--- src/rtl/cnn_router_pkg.sv ---
// Shared types and address-width helpers for the CNN tile reader/router pair.
// No logic; constants and a width helper only.
// Not applicable (package).
package cnn_router_pkg;

  // Source buffer depth and the address width derived from it
  localparam int TR_BUF_DEPTH  = 64;
  localparam int TR_ADDR_WIDTH = $clog2(TR_BUF_DEPTH);

  // Router control states
  typedef enum logic [1:0] {
    TR_IDLE  = 2'd0,
    TR_FILL  = 2'd1,
    TR_DRAIN = 2'd2
  } tr_state_e;

  // Index width for n entries, never narrower than one bit
  function automatic int tr_idx_width(input int n);
    return (n > 1) ? $clog2(n) : 1;
  endfunction

endpackage

--- src/rtl/tile_addr_decode.sv ---
// Maps a stream address to (row, col) inside a ROWS x COLS tile anchored at base.
// Latency: purely combinational.
// Backpressure: none; a pure function of its inputs.
module tile_addr_decode
  import cnn_router_pkg::*;
#(
  parameter int ADDR_WIDTH = TR_ADDR_WIDTH,
  parameter int ROWS       = 4,
  parameter int COLS       = 4,
  localparam int ROW_W     = tr_idx_width(ROWS),
  localparam int COL_W     = tr_idx_width(COLS)
) (
  input  logic [ADDR_WIDTH-1:0] addr,
  input  logic [ADDR_WIDTH-1:0] base,
  output logic [ROW_W-1:0]      row,
  output logic [COL_W-1:0]      col,
  output logic                  in_range
);

  localparam int TILE = ROWS * COLS;

  // Modular difference, so a tile may straddle the top of the address space
  logic [ADDR_WIDTH-1:0] offset;

  assign offset   = addr - base;
  assign in_range = (32'(offset) < TILE);
  // Row-major placement; row/col are meaningless when in_range is low
  assign row      = ROW_W'(offset / ADDR_WIDTH'(COLS));
  assign col      = COL_W'(offset % ADDR_WIDTH'(COLS));

endmodule

--- src/rtl/tile_router.sv ---
// Collects one ROWS x COLS tile from the routing stream, then drains it column by column.
// Latency: element stored at the sampling edge; first column valid the cycle after fill completes.
// Backpressure: column data/index held while o_col_valid=1 and i_col_ready=0.
module tile_router
  import cnn_router_pkg::*;
#(
  parameter int DATA_WIDTH  = 8,
  parameter int BUF_DEPTH   = 64,
  parameter int ROWS        = 4,
  parameter int COLS        = 4,
  localparam int ADDR_WIDTH = $clog2(BUF_DEPTH),
  localparam int ROW_W      = tr_idx_width(ROWS),
  localparam int COL_W      = tr_idx_width(COLS)
) (
  input  logic                       i_clk,
  input  logic                       i_rst,
  input  logic                       i_reg_clear,
  input  logic                       i_route_en,
  input  logic [ADDR_WIDTH-1:0]      i_base_addr,
  input  logic                       i_valid,
  input  logic [ADDR_WIDTH-1:0]      i_data_addr,
  input  logic [DATA_WIDTH-1:0]      i_data,
  input  logic                       i_read_done,
  input  logic                       i_col_ready,
  output logic                       o_col_valid,
  output logic [ROWS*DATA_WIDTH-1:0] o_col_data,
  output logic [COL_W-1:0]           o_col_idx,
  output logic                       o_route_done,
  output logic                       o_busy,
  output logic                       o_err
);

  tr_state_e                  state;
  logic [DATA_WIDTH-1:0]      mem [ROWS][COLS];
  logic [ROWS-1:0][COLS-1:0]  bitmap;
  logic [ROWS-1:0][COLS-1:0]  bitmap_nxt;

  logic [ROW_W-1:0]           dec_row;
  logic [COL_W-1:0]           dec_col;
  logic                       dec_in_range;
  logic                       wr_en;

  tile_addr_decode #(
    .ADDR_WIDTH (ADDR_WIDTH),
    .ROWS       (ROWS),
    .COLS       (COLS)
  ) u_decode (
    .addr     (i_data_addr),
    .base     (i_base_addr),
    .row      (dec_row),
    .col      (dec_col),
    .in_range (dec_in_range)
  );

  assign wr_en = (state == TR_FILL) && i_valid && dec_in_range;

  // Bitmap including this cycle's write, so a last-slot write beats a same-cycle read_done
  always_comb begin
    bitmap_nxt = bitmap;
    if (wr_en) begin
      bitmap_nxt[dec_row][dec_col] = 1'b1;
    end
  end

  // Control FSM, tile storage, fill bitmap and column counter
  always_ff @(posedge i_clk) begin
    if (i_rst || i_reg_clear) begin
      state        <= TR_IDLE;
      o_col_valid  <= 1'b0;
      o_route_done <= 1'b0;
      o_busy       <= 1'b0;
      o_err        <= 1'b0;
      o_col_idx    <= '0;
      bitmap       <= '0;
      for (int r = 0; r < ROWS; r++) begin
        for (int c = 0; c < COLS; c++) begin
          mem[r][c] <= '0;
        end
      end
    end else begin
      o_route_done <= 1'b0;
      case (state)
        TR_IDLE: begin
          if (i_route_en) begin
            state     <= TR_FILL;
            o_busy    <= 1'b1;
            o_col_idx <= '0;
            bitmap    <= '0;
            for (int r = 0; r < ROWS; r++) begin
              for (int c = 0; c < COLS; c++) begin
                mem[r][c] <= '0;
              end
            end
          end
        end

        TR_FILL: begin
          if (wr_en) begin
            mem[dec_row][dec_col] <= i_data;
          end
          bitmap <= bitmap_nxt;
          if (i_valid && !dec_in_range) begin
            o_err <= 1'b1;
          end
          if (&bitmap_nxt) begin
            state       <= TR_DRAIN;
            o_col_valid <= 1'b1;
          end else if (i_read_done) begin
            // Underrun: drain what arrived, unfilled slots stay zero
            state       <= TR_DRAIN;
            o_col_valid <= 1'b1;
            o_err       <= 1'b1;
          end
        end

        TR_DRAIN: begin
          if (i_col_ready) begin
            if (o_col_idx == COL_W'(COLS - 1)) begin
              state        <= TR_IDLE;
              o_col_valid  <= 1'b0;
              o_busy       <= 1'b0;
              o_route_done <= 1'b1;
              o_col_idx    <= '0;
            end else begin
              o_col_idx <= o_col_idx + 1'b1;
            end
          end
        end

        default: state <= TR_IDLE;
      endcase
    end
  end

  // Present the column selected by the registered index
  always_comb begin
    o_col_data = '0;
    for (int r = 0; r < ROWS; r++) begin
      o_col_data[r*DATA_WIDTH +: DATA_WIDTH] = mem[r][o_col_idx];
    end
  end

endmodule

--- config.mk ---
export PLATFORM = sky130hd
export DESIGN_NAME = tile_router
export DESIGN_NICKNAME = d
export VERILOG_FILES = /design/src/rtl/cnn_router_pkg.sv /design/src/rtl/tile_addr_decode.sv /design/src/rtl/tile_router.sv
export SDC_FILE = /design/constraint.sdc
export NUM_CORES = 1
export LEC_CHECK = 0
export CELL_PAD_IN_SITES_DETAIL_PLACEMENT = 1
export CELL_PAD_IN_SITES_GLOBAL_PLACEMENT = 2
export CORE_ASPECT_RATIO = 1.2
export CORE_MARGIN = 2
export CORE_UTILIZATION = 25
export CTS_CLUSTER_SIZE = 30
export DETAILED_ROUTE_END_ITERATION = 8
export GPL_TIMING_DRIVEN = 0
export PLACE_DENSITY = 0.54
export SKIP_LAST_GASP = 1
export SYNTH_ARGS = -nofsm -noshare
export SYNTH_HDL_FRONTEND = slang
export SYNTH_SLANG_ARGS = --single-unit
export TNS_END_PERCENT = 1
--- constraint.sdc ---
create_clock -name i_clk -period 4.4 [get_ports i_clk]
set_input_delay 0.44 -clock i_clk [delete_from_list [all_inputs] [get_ports i_clk]]
set_output_delay 0.44 -clock i_clk [all_outputs]
set_load 0.01 [all_outputs]
### After elaboration in Yosys (flattened, before gate mapping)

Memories as Yosys holds them, arrays and structs flattened.
Index checks and enable logic that the tools add are counted.

| storage, ports and cells | value |
|---|---|
| flip-flop bits (word level) | 24 |
| memory bits (writable) | 128 |
| bits of input ports | 27 |
| output and inout bits | 38 |
| word-level logic and storage cells | 140 |
| memories | 1 |

Memory list:

| memory | words | bits a word | rd ports | clocked after Yosys merged registers in | write ports | RTL line | text |
|---|---|---|---|---|---|---|---|
| mem | 4 | 32 | 4 | 0 | 4 | tile_router.sv:34 | `logic [DATA_WIDTH-1:0] mem [ROWS][COLS];` |

| operators by class | value |
|---|---|
| add/subtract/negate cells | 2 |
| magnitude comparators | 8 |
| eq/ne operators | 7 |
| multiplexer cells | 71 |
| bitwise operators | 21 |
| reduce and logical (&&, ||, !) cells | 20 |

Operators with widths:

| cell | count |
|---|---|
| $mux W8 | 25 |
| $mux W32 | 3 |
| $bmux W8 S2 | 4 |
| $mux W16 | 2 |
| $pmux W16 S2 | 1 |
| $reduce_or A32 Y1 | 1 |
| $mux W1 | 19 |
| $mux W2 | 9 |
| $demux W8 S2 | 1 |
| $or A1 B1 Y1 | 16 |
| $or A16 B16 Y16 | 1 |
| $reduce_and A16 Y1 | 1 |
| $reduce_and A4 Y1 | 3 |
| $demux W4 S2 | 1 |
| $ge A3 B3 Y1 const B | 2 |
| $logic_and A1 B1 Y1 | 6 |
| $lt A2 B3 Y1 const B | 2 |
| $lt A6 B5 Y1 const B | 1 |
| $ne A2 B2 Y1 const B | 3 |
| $not A2 Y3 | 2 |
| $pmux W2 S3 | 1 |
| $reduce_bool A2 Y1 | 3 |
| $sub A6 B6 Y6 | 1 |
| $eq A2 B2 Y1 const B | 2 |
| 16 further kinds | 19 |

### Depth between registers and ports, before layout

| logic depth | value |
|---|---|
| word-level depth | 12 |
| gate-level depth with buffers | 14 |
| gate-level depth less buffers | 12 |

### Modules after synthesis

From an unflattened synthesis, not the netlist that was laid out.

| unflattened totals | value |
|---|---|
| cell total of the unflattened synthesis | 526 |
| area, all modules | 7021.7 µm² |

By module, submodules not included:

| module | instances | cells an instance | area an instance (µm²) | sequential area each (µm²) |
|---|---|---|---|---|
| tile_router | 1 | 496 | 6781.5 | 4324.1 |
| tile_addr_decode | 1 | 30 | 240.2 | 0.0 |

### Least setup slack after synthesis

No wires, ideal clock.

| timing | value |
|---|---|
| path type | input-to-reg |
| start | input i_data_addr[0] |
| end | memory mem[2][10] (netlist bit) (enable) |
| setup time | 384 ps |
| data arrival time | 2708 ps |
| path slack | 1308 ps |
| stages on the path | 11 |
| cells stage by stage | inv_1 -> ha_1 -> fa_1 -> nand2b_1 -> a21oi_1 -> xnor2_1 -> and3b_1 -> buf_6 -> buf_8 -> nand3_1 -> o21ai_0 |

RTL lines:

| element | RTL line | text |
|---|---|---|
| from (decl) | tile_router.sv:21 | `input logic [ADDR_WIDTH-1:0] i_data_addr,` |
| to (decl) | tile_router.sv:34 |  |

### Final worst setup path

| timing | value |
|---|---|
| start | register o_col_idx[0] |
| end | output o_col_data[19] |

| between the ends | value |
|---|---|
| cells in the longest elaborated chain, start to end | 4 |

RTL lines:

| element | RTL line | text |
|---|---|---|
| from (decl) | tile_router.sv:27 | `output logic [COL_W-1:0] o_col_idx,` |
| from (signal assigned) | tile_router.sv:125 | `o_col_idx <= o_col_idx + 1'b1;` |
| $not A2 Y3 (not written as such) | tile_router.sv:139 | `o_col_data[r*DATA_WIDTH +: DATA_WIDTH] = mem[r][o_col_idx];` |
| $bmux W8 S2 | tile_router.sv:139 |  |
| $mux W8 (not written as such) (2 in series) | tile_router.sv:139 |  |
| to (decl) | tile_router.sv:26 | `output logic [ROWS*DATA_WIDTH-1:0] o_col_data,` |

Every way passes these cells. The select of a mux whose other input is x is not followed.

==> run summary <==
status: finished, final reports clean
layout cell share with drive strength beyond 1: 12.76%
post-CTS setup buffers: 0
Cells after Synth: 535
drt first pass iters: 5
Area Overhead vs Synth: 24.22%
final worst path period share: 84.68%
Placed Cells: 982
ys async rst share: 0%
vias post-DR: 4737
total CTS buffers: 17
Worst Skew: 0.01429 ns
Crit Path Class: reg -> out
GP Congestion: 0.7768
Die Span Y: 188.6 um
RR Startpoint: state[1]$_SDFFE_PP0P_
Clock Tree Buf Depth: 2
Max Cap Viol: 0
syn avg cell area: 13.28 um2
Via density: 4.672
Seq/Total Area, Yosys: 60.88%
DRT antenna net count: 0
Hold Crit Start: bitmap[5]$_SDFFE_PP0P_
delay-heaviest family, CP: buffers and inverters
Hold-fix buffers, CTS: 0
buffers plus inverters on the worst setup path: 3
CTS H-tree lvls: 4
GRT Total Usage: 15.43%
Setup Total Neg Slack: 0 ns
hold slack: 0.4820 ns
RSZ-0062 raised after global routing: false
Post-Syn Area: 7103 um2
die area: 29780 um2
worst path required time: 3.96 ns
first-pass GRT wire length: 32830 um
slew at the pin closest to its max-slew limit: 1.321 ns
critical path arrival: 3.29 ns
Post-CTS Resized: 0
final instance area: 8823 um2
Clock Sinks: 152
Clk pin slew, worst setup/hold paths: 0.07 ns
width of the chip: 157.9 um
port buffer count: 64
PnR worst setup slack: 0.6742 ns
Post-synth top flop: edfxtp_1
Hold WC Path Type: reg -> reg
Core Box Area: 27920 um2
CP startpoint kind: register
synth unique cells: 55
Worst slew margin: 11.27%
syn nets: 569
Post-layout nets: 656
grt total ovfl: 0
crit path cell chain: clkbuf_1, buf_1, mux4_2, clkdlybuf4s50_1
initial cell density of the core: 25.44%
final hold vios: 0
pin count of the biggest net entering global routing: 17
pwr/cell area: 379.1 nW/um2
YS warnings: 0
Peak VDD IR: 0.2246 mV
CTS tree: yes
Total Power: 3.345 mW
WL per Instance: 21.66 um
worst skew pair latency: 0.43 ns
Post-synth EDFFs: 128
Fillers: 2994
crit-path max FO: 10
#FFs+latches synth: 152
Fmax: 268.4 MHz
Pleak: 3.376 nW
IO Pins: 65
max-slew violations: 0
placed cell areas: 8248 um2
DRC viols: 0
Root Driver: clkbuf_16
antenna violations before repair: 0
Crit. End Element: primary output
CP max stage delay: 0.81 ns
final core occ: 31.61%
antenna cells: 0
final wirelength: 21960 um
HPWL Detailed: 15750 um
CP startpoint: o_col_idx[0]$_SDFFE_PP0P_
vias in the first global route: 5189
Rows: 67
1st-iter DRT viols: 250
CP max stage cell: buf_1
Place WS: 0.1384 ns
fin cells: 1014
Final min period: 3.726 ns
Final setup viols: 0
==> cell usage after synthesis, drive strengths merged, types with 2 or more instances <==
cell type  number  area share (%)
dfxtp          24             6.8
and2           61             5.4
nor3            8            0.63
o22ai           3            0.35
o211ai          2            0.21
nor4            2            0.18
or2             3            0.26
o21ai          23             1.6
nand2          15            0.79
nand3          11             1.0
buf             7            0.67
nor2b           3            0.26
o2111ai         3            0.37
ha              6             1.1
and3           75             6.6
mux4           32              10
nand2b          5            0.44
nor2           36             2.0
a21oi          21             1.5
clkbuf         34             1.8
nand4b          2            0.25
inv             9            0.48
edfxtp        128              54
xnor2           4            0.60
==> power by group <==
part	switching [mW]	internal [mW]	total (mW)	leakage, nW
sequential	0.0143	1.61	1.62	1.68
combinational	0.172	0.108	0.280	1.42
clock	0.608	0.837	1.44	0.281
total	0.794	2.55	3.35	3.38
==> kinds of logic (layout without fill, tap and decap cells) <==
| family | count (synthesis) | after routing | synth area share (%) |
|---|---|---|---|
| muxes | 33 | 33 | 10.29 |
| AOI/OAI and AO/OA | 64 | 64 | 5.619 |
| DFF | 152 | 152 | 60.88 |
| adders and majority gates | 7 | 7 | 1.339 |
| buffers and inverters | 50 | 150 | 2.942 |
| and+or+nand+nor | 224 | 224 | 18.21 |
| xor gates and xnor gates | 5 | 5 | 0.7224 |
==> cells in the final DEF, fill, tap and decap left out, drive strengths merged, types with 2 or more instances in the layout <==
master | netlist | routed
edfxtp | 128 | 128
and3 | 75 | 75
clkdlybuf4s50 | 0 | 64
and2 | 61 | 61
clkbuf | 34 | 51
nor2 | 36 | 36
mux4 | 32 | 32
dfxtp | 24 | 24
o21ai | 23 | 23
a21oi | 21 | 21
nand2 | 15 | 15
inv | 9 | 13
nand3 | 11 | 11
buf | 7 | 11
nor3 | 8 | 8
clkinv | 0 | 8
ha | 6 | 6
nand2b | 5 | 5
xnor2 | 4 | 4
nor2b | 3 | 3
o2111ai | 3 | 3
or2 | 3 | 3
o22ai | 3 | 3
o211ai | 2 | 2
nand4b | 2 | 2
nor4 | 2 | 2
bufinv | 0 | 2
==> cell type report <==
cell class                 count  area [um2]  share of cell area (%)
inverter                       9       33.78                  0.3829
sequential                   152        4324                   49.01
clock buffer                  17       425.4                   4.821
multi-input combinational    333        2570                   29.13
tap                          379       474.2                   5.374
clock inverter                15       150.1                   1.702
timing repair buffer          68       670.6                   7.601
buffer                        41       175.2                   1.985
==> path summary, 6_finish.rpt <==
check / endpoint / slack [ns] / depth (start not counted)
hold / removal: bitmap[5]$_SDFFE_PP0P_ / 0.48 / 2
hold reg to reg: bitmap[5]$_SDFFE_PP0P_ / 0.48 / 2
setup / recovery: o_col_data[19] / 0.67 / 4
setup reg to reg: mem[0][5]$_SDFFCE_PN0P_ / 1.42 / 7
==> metal layers <==
metal	vias to the layer above	share of wire, %	track usage (%)
met4	0	2.5	5.420
met3	30	3.1	2.645
met1	2423	42	18.65
met2	102	53	27.37
li1	2182	-	-
met5	-	0	0
==> state kept, by name (all words and copies together), names as in the netlist <==
name / cells
o_err: 1
o_col_idx: 2
state: 2
o_route_done: 1
bitmap: 16
o_col_valid: 1
o_busy: 1
mem: 128
==> worst reg2reg max path, cell delays in order (launching register included) <==
cell and delay (ns):
dfxtp_1 0.30, clkbuf_1 0.18, inv_1 0.22, nand3_1 0.25, nor2_4 0.28, nand3_2 0.27
nor3_1 1.09, and2_1 0.25
Power figures use the tool's default switching activity.
